<file path="src/rtl/gpio_io_ctrl_pkg.sv">
// Shared register offsets, default widths and debouncer state encoding
// for the switch/LED peripheral.
package gpio_io_ctrl_pkg;

    localparam logic [1:0] GpioSwAddr   = 2'd0;
    localparam logic [1:0] GpioLedAddr  = 2'd1;
    localparam logic [1:0] GpioStatAddr = 2'd2;
    localparam logic [1:0] GpioCntAddr  = 2'd3;

    localparam int SwitchWide = 16;
    localparam int LedWide    = 16;

    typedef enum logic {
        DB_IDLE  = 1'b0,
        DB_COUNT = 1'b1
    } db_state_e;

endpackage

</file>
<file path="src/rtl/gpio_io_ctrl_switch_debounce.sv">
// Two-flop synchroniser followed by a restart-on-bounce debouncer; emits the
// accepted switch value and a one-cycle pulse when that value actually changes.
module switch_debounce
    import gpio_io_ctrl_pkg::*;
#(
    parameter int          SW_WIDTH        = SwitchWide,
    parameter logic [19:0] DEBOUNCE_CYCLES = 20'd500000
) (
    input  logic                clk,
    input  logic                rst,
    input  logic [SW_WIDTH-1:0] switch_on,
    output logic [SW_WIDTH-1:0] sw_stable,
    output logic                chg_pulse
);

    logic [SW_WIDTH-1:0] sync1_reg;
    logic [SW_WIDTH-1:0] sync2_reg;
    logic [SW_WIDTH-1:0] sw_sync;

    genvar gi;
    generate
        for (gi = 0; gi < SW_WIDTH; gi = gi + 1) begin : g_sync
            always_ff @(posedge clk or posedge rst) begin
                if (rst) begin
                    sync1_reg[gi] <= 1'b0;
                    sync2_reg[gi] <= 1'b0;
                end else begin
                    sync1_reg[gi] <= switch_on[gi];
                    sync2_reg[gi] <= sync1_reg[gi];
                end
            end
        end
    endgenerate

    assign sw_sync = sync2_reg;

    db_state_e           state_reg,  state_next;
    logic [19:0]         cnt_reg,    cnt_next;
    logic [SW_WIDTH-1:0] cand_reg,   cand_next;
    logic [SW_WIDTH-1:0] stable_reg, stable_next;

    always_ff @(posedge clk or posedge rst) begin
        if (rst) begin
            state_reg  <= DB_IDLE;
            cnt_reg    <= 20'd0;
            cand_reg   <= '0;
            stable_reg <= '0;
        end else begin
            state_reg  <= state_next;
            cnt_reg    <= cnt_next;
            cand_reg   <= cand_next;
            stable_reg <= stable_next;
        end
    end

    always_comb begin
        state_next  = state_reg;
        cnt_next    = cnt_reg;
        cand_next   = cand_reg;
        stable_next = stable_reg;
        chg_pulse   = 1'b0;
        case (state_reg)
            DB_IDLE: begin
                cnt_next = 20'd0;
                if (sw_sync != stable_reg) begin
                    state_next = DB_COUNT;
                    cnt_next   = 20'd1;
                    cand_next  = sw_sync;
                end
            end
            DB_COUNT: begin
                // Any disagreement with the candidate restarts the wait from scratch.
                if (sw_sync != cand_reg) begin
                    cand_next = sw_sync;
                    cnt_next  = 20'd1;
                end else if (cnt_reg == DEBOUNCE_CYCLES - 20'd1) begin
                    stable_next = cand_reg;
                    state_next  = DB_IDLE;
                    cnt_next    = 20'd0;
                    chg_pulse   = (cand_reg != stable_reg);
                end else begin
                    cnt_next = cnt_reg + 20'd1;
                end
            end
            default: begin
                state_next = DB_IDLE;
                cnt_next   = 20'd0;
            end
        endcase
    end

    assign sw_stable = stable_reg;

endmodule

</file>
<file path="src/rtl/gpio_io_ctrl.sv">
// Memory-mapped switch/LED peripheral: debounced switch read-back, LED register,
// sticky write-1-to-clear change flag and a free-running cycle counter.
module gpio_io_ctrl
    import gpio_io_ctrl_pkg::*;
#(
    parameter int          SW_WIDTH        = SwitchWide,
    parameter int          LED_WIDTH       = LedWide,
    parameter logic [19:0] DEBOUNCE_CYCLES = 20'd500000
) (
    input  logic                 clk,
    input  logic                 rst,
    input  logic                 ce,
    input  logic                 we,
    input  logic [31:0]          addr,
    input  logic [31:0]          data_i,
    output logic [31:0]          data_o,
    input  logic [SW_WIDTH-1:0]  switch_on,
    output logic [LED_WIDTH-1:0] led_out
);

    logic [SW_WIDTH-1:0]  sw_stable;
    logic                 chg_pulse;
    logic [LED_WIDTH-1:0] led_reg;
    logic                 chg_reg;
    logic [31:0]          cnt_reg;
    logic                 wr_en;
    logic [1:0]           reg_sel;
    logic                 unused_bits;

    switch_debounce #(
        .SW_WIDTH        (SW_WIDTH),
        .DEBOUNCE_CYCLES (DEBOUNCE_CYCLES)
    ) u_debounce (
        .clk       (clk),
        .rst       (rst),
        .switch_on (switch_on),
        .sw_stable (sw_stable),
        .chg_pulse (chg_pulse)
    );

    assign wr_en   = ce & we;
    assign reg_sel = addr[3:2];

    always_ff @(posedge clk or posedge rst) begin
        if (rst) begin
            led_reg <= '0;
            chg_reg <= 1'b0;
            cnt_reg <= 32'd0;
        end else begin
            cnt_reg <= cnt_reg + 32'd1;
            if (wr_en && reg_sel == GpioLedAddr) begin
                led_reg <= data_i[LED_WIDTH-1:0];
            end
            // A change landing on the same edge as a clear must not be lost.
            if (chg_pulse) begin
                chg_reg <= 1'b1;
            end else if (wr_en && reg_sel == GpioStatAddr && data_i[0]) begin
                chg_reg <= 1'b0;
            end
        end
    end

    always_comb begin
        data_o = 32'd0;
        if (ce && !we) begin
            case (reg_sel)
                GpioSwAddr:   data_o[SW_WIDTH-1:0]  = sw_stable;
                GpioLedAddr:  data_o[LED_WIDTH-1:0] = led_reg;
                GpioStatAddr: data_o[0]             = chg_reg;
                default:      data_o                = cnt_reg;
            endcase
        end
    end

    assign led_out = led_reg;

    assign unused_bits = ^{addr[31:4], addr[1:0], data_i};

endmodule

</file>
<file path="config.mk">
export PLATFORM = sky130hd
export DESIGN_NAME = gpio_io_ctrl
export DESIGN_NICKNAME = d
export VERILOG_FILES = /design/src/rtl/gpio_io_ctrl_pkg.sv /design/src/rtl/gpio_io_ctrl_switch_debounce.sv /design/src/rtl/gpio_io_ctrl.sv
export SDC_FILE = /design/constraint.sdc
export NUM_CORES = 1
export LEC_CHECK = 0
export BUFFER_PORTS_ARGS = -buffer_cell sky130_fd_sc_hd__buf_2
export CAP_MARGIN = 40
export CORE_ASPECT_RATIO = 0.6
export CORE_MARGIN = 2
export CORE_UTILIZATION = 42
export CTS_BUF_LIST = sky130_fd_sc_hd__clkbuf_16
export CTS_CLUSTER_SIZE = 40
export DETAILED_ROUTE_END_ITERATION = 7
export GPL_TIMING_DRIVEN = 1
export HOLD_SLACK_MARGIN = 0.08
export PLACE_DENSITY = 0.74
export SETUP_SLACK_MARGIN = 0.3
export SLEW_MARGIN = 20
export SYNTH_ARGS = -nofsm -noshare
export SYNTH_HDL_FRONTEND = slang
export SYNTH_SLANG_ARGS = --single-unit
</file>
<file path="constraint.sdc">
create_clock -name clk -period 10 [get_ports clk]
set_input_delay 2 -clock clk [delete_from_list [all_inputs] [get_ports clk]]
set_output_delay 2 -clock clk [all_outputs]
set_load 0.05 [all_outputs]
</file>
==> flow_metrics.py <==
metrics = {
    "sta": {
        "setup_ws_ns": 3.88,
        "drv_slew": 0,
        "tightest_slew_ns": 0.676,
        "skew_ns": 0.00924,
        "min_period_ns": 6.12,
        "setup_viol": 0,
        "finalHoldViolCount": 0,
        "max_freq_ghz": 0.163,
        "relSlewSlack": 0.550,
        "grt_setup_unrepaired": "no",
        "tns_ns": 0,
        "fin_crit_sh": 0.612,
    },
    "pwr": {
        "clkPwrFrac": 0.444,
        "design_power_total_w": 0.00133,
        "p_int_w": 0.000979,
        "leakage_nw": 3.34,
        "swShare": 0.265,
        "combinationalPowerShare": 0.112,
        "power.density_nw_per_um2": 182,
        "netSwitchingPower_w": 0.000353,
        "seq_power_share": 0.444,
        "max-vdd-ir-drop_uv": 118,
    },
    "logic_synthesis": {
        "netlist_instances": 515,
        "synth_mux_area_frac": 0.122,
        "seq_area_frac_synth": 0.551,
        "syn-num-nets": 601,
        "synth_cell_type_count": 36,
        "synth_simple_gate_area_frac": 0.150,
        "synth_warnings": 0,
        "ys_ff_latch": 134,
        "syn_area_sq_um": 6080,
        "synth_area_per_cell_sq_um": 11.8,
        "synth_compound_area_frac": 0.0193,
        "synth_top_family_by_area": "simple AND/OR/NAND/NOR gates",
        "synth_fa_ha_area_frac": 0.00411,
        "synth_xor_area_frac": 0.138,
    },
    "placed_design": {
        "dp_slack_ns": 3.88,
        "placed_cells": 787,
        "io_buffers": 85,
        "hpwl_microns": 9260,
        "place.gp.congestion": 0.828,
    },
    "critical_path": {
        "worst_ep_arrival_time_ns": 4.12,
        "crit_type": "in2out",
        "r2r_start": "u_debounce.sw_sync[14]",
        "r2r_slack_ns": 7.53,
        "cp.required_ns": 8.00,
        "r2r_cells": 6,
        "endpoint_kind": "output pin",
        "cp_max_fo": 19,
        "r2r_end": "u_debounce.cand_reg[11]",
        "start_kind": "input port",
    },
    "global_route": {
        "grt_pass1_vias": 4113,
        "antenna_found_initial": 0,
        "grt_max_degree": 69,
        "grt.total_usage": 0.180,
        "grt-ovfl-total": 0,
        "grt_pass1_wl_microns": 21700,
    },
    "final_layout": {
        "fillCellCount": 1266,
        "diodes": 0,
        "final_cells": 820,
        "layout_common_cells": "dfrtp_1 (134), buf_2 (85), nor2_1 (66)",
        "area_growth_pct": 20.6,
        "final_common_cell": "dfrtp_1",
        "largest_register_ffs": 32,
        "layout.nets": 696,
        "drive_gt1_frac": 0.285,
    },
    "min_path": {
        "holdCritPathClass": "reg2reg",
        "min_from": "u_debounce.sync1_reg[13]",
        "hold_depth": 0,
        "whs_endpoint": "u_debounce.sw_sync[13]",
    },
    "detailed_routing": {
        "wl_per_cell_microns": 15.7,
        "drt-pass1-iter-count": 4,
        "drt-total-wl_microns": 12900,
        "ant_nets": 0,
        "drcViolationCount": 0,
        "vias": 4014,
        "drt_iter0_markers": 210,
        "vias_per_cell": 4.90,
    },
    "clock_tree": {
        "cts_tree": "built",
        "hold_buffers": 0,
        "clock_path_buffers": 2,
        "numCtsBuffers": 17,
        "cts_root_buf": "clkbuf_16",
        "clock_latency_ns": 0.41,
        "cts_resized": 0,
        "htreeDepth": 4,
        "post_cts_buffers": 0,
        "clkTransAtPathRegs_ns": 0.05,
        "cts.sink_count": 134,
    },
    "floorplan": {
        "dieArea_sq_um": 15500,
        "io_pins": 132,
        "fp.dieW_microns": 159,
        "initial_core_util": 0.424,
        "die_h_microns": 97.2,
        "core_area_sq_um": 14300,
        "row_count": 34,
    },
    "status": {
        "status": "complete, no violations",
    },
    "flow_run": {
        "cap_violations": 0,
    },
}
==> layout make-up <==
| cell class | count | area [sq um] | share of cell area |
|---|---|---|---|
| inverter | 5 | 21.3 | 0.00290 |
| clock inverter | 14 | 138 | 0.0188 |
| timing repair buffer | 90 | 510 | 0.0696 |
| sequential | 134 | 3350 | 0.457 |
| multi-input combinational | 362 | 2640 | 0.360 |
| clock buffer | 17 | 425 | 0.0580 |
| tap | 198 | 248 | 0.0338 |
==> power by group through the flow <==
| stage | clock (W) | sequential (W) | combinational, W |
|---|---|---|---|
| detailed placement | 0 | 0.000601 | 0.000148 |
| finish | 0.000590 | 0.000591 | 0.000150 |
| global placement | 0 | 0.000599 | 0.000146 |
| CTS | 0.000604 | 0.000591 | 0.000149 |
| floorplan | 0 | 0.000644 | 0.0000601 |
| global route | 0.000633 | 0.000594 | 0.000160 |
==> how the worst max path moves through the flow <==
stage	slack, ns	to	startpoint	depth (start not counted)
6_report	3.88	data_o[26]	addr[2]	5
5_1_grt	3.61	data_o[26]	addr[2]	5
4_1_cts	3.86	data_o[22]	addr[2]	5
3_5_place_dp	3.88	data_o[22]	addr[2]	5
3_3_place_gp	3.96	data_o[23]	addr[2]	5
2_1_floorplan	4.34	data_o[10]	addr[3]	6
==> metal layers <==
metal | global-route usage | share of wire
met1 | 0.265 | 0.51
met2 | 0.259 | 0.44
met3 | 0.0427 | 0.047
met4 | 0.0608 | 0.0068
met5 | 0 | 0
==> synth_stat cells <==
| library cell | instances | share of area |
|---|---|---|
| xnor2_1 | 62 | 0.089 |
| mux2_2 | 40 | 0.074 |
| nand2_2 | 2 | 0.0021 |
| mux4_2 | 1 | 0.0037 |
| nor3_1 | 7 | 0.0058 |
| or4b_1 | 1 | 0.0016 |
| or3_1 | 2 | 0.0021 |
| and4_1 | 3 | 0.0043 |
| dfrtp_1 | 134 | 0.55 |
| mux2_4 | 8 | 0.020 |
| clkbuf_1 | 8 | 0.0049 |
| buf_2 | 2 | 0.0016 |
| and3_1 | 6 | 0.0062 |
| xor2_1 | 34 | 0.049 |
| and2_1 | 18 | 0.019 |
| nor4_2 | 3 | 0.0062 |
| o41ai_4 | 1 | 0.0045 |
| or4_4 | 1 | 0.0019 |
| nand4b_1 | 1 | 0.0014 |
| nor2_1 | 66 | 0.041 |
| nand2_1 | 27 | 0.017 |
| inv_1 | 5 | 0.0031 |
| or4_1 | 2 | 0.0025 |
| ha_1 | 2 | 0.0041 |
| nor4_1 | 2 | 0.0021 |
| nor2b_1 | 2 | 0.0021 |
| buf_4 | 1 | 0.0012 |
| mux2i_1 | 15 | 0.025 |
| buf_6 | 2 | 0.0037 |
| buf_1 | 1 | 0.00062 |
| a21oi_1 | 15 | 0.012 |
| nor4b_1 | 1 | 0.0014 |
| nand4_1 | 17 | 0.017 |
| nand3_1 | 19 | 0.016 |
| o21ai_0 | 3 | 0.0025 |
| nand2b_1 | 1 | 0.0010 |
==> worst max-delay path, stage by stage <==
cell	delay [ns]
buf_2	0.42
and2_1	0.58
nor2b_1	0.62
and2_1	0.22
buf_2	0.26
==> metrics by stage <==
stage / utilization / hold slack, ns / cell area (sq um)
2_1_floorplan: - / 0.331 / 6080
3_3_place_gp: 0.467 / 0.336 / 6700
3_5_place_dp: 0.468 / 0.336 / 6710
4_1_cts: 0.508 / 0.349 / 7280
5_1_grt: 0.511 / 0.363 / 7330
6_report: 0.511 / 0.347 / 7330
==> cells by family after synthesis <==
logic type	after synthesis
compound gates	19
xor+xnor	96
fa+ha+maj	2
buf+inv	19
flops	134
mux	64
simple gates	181
No activity file was read; power rests on OpenSTA's default activity.
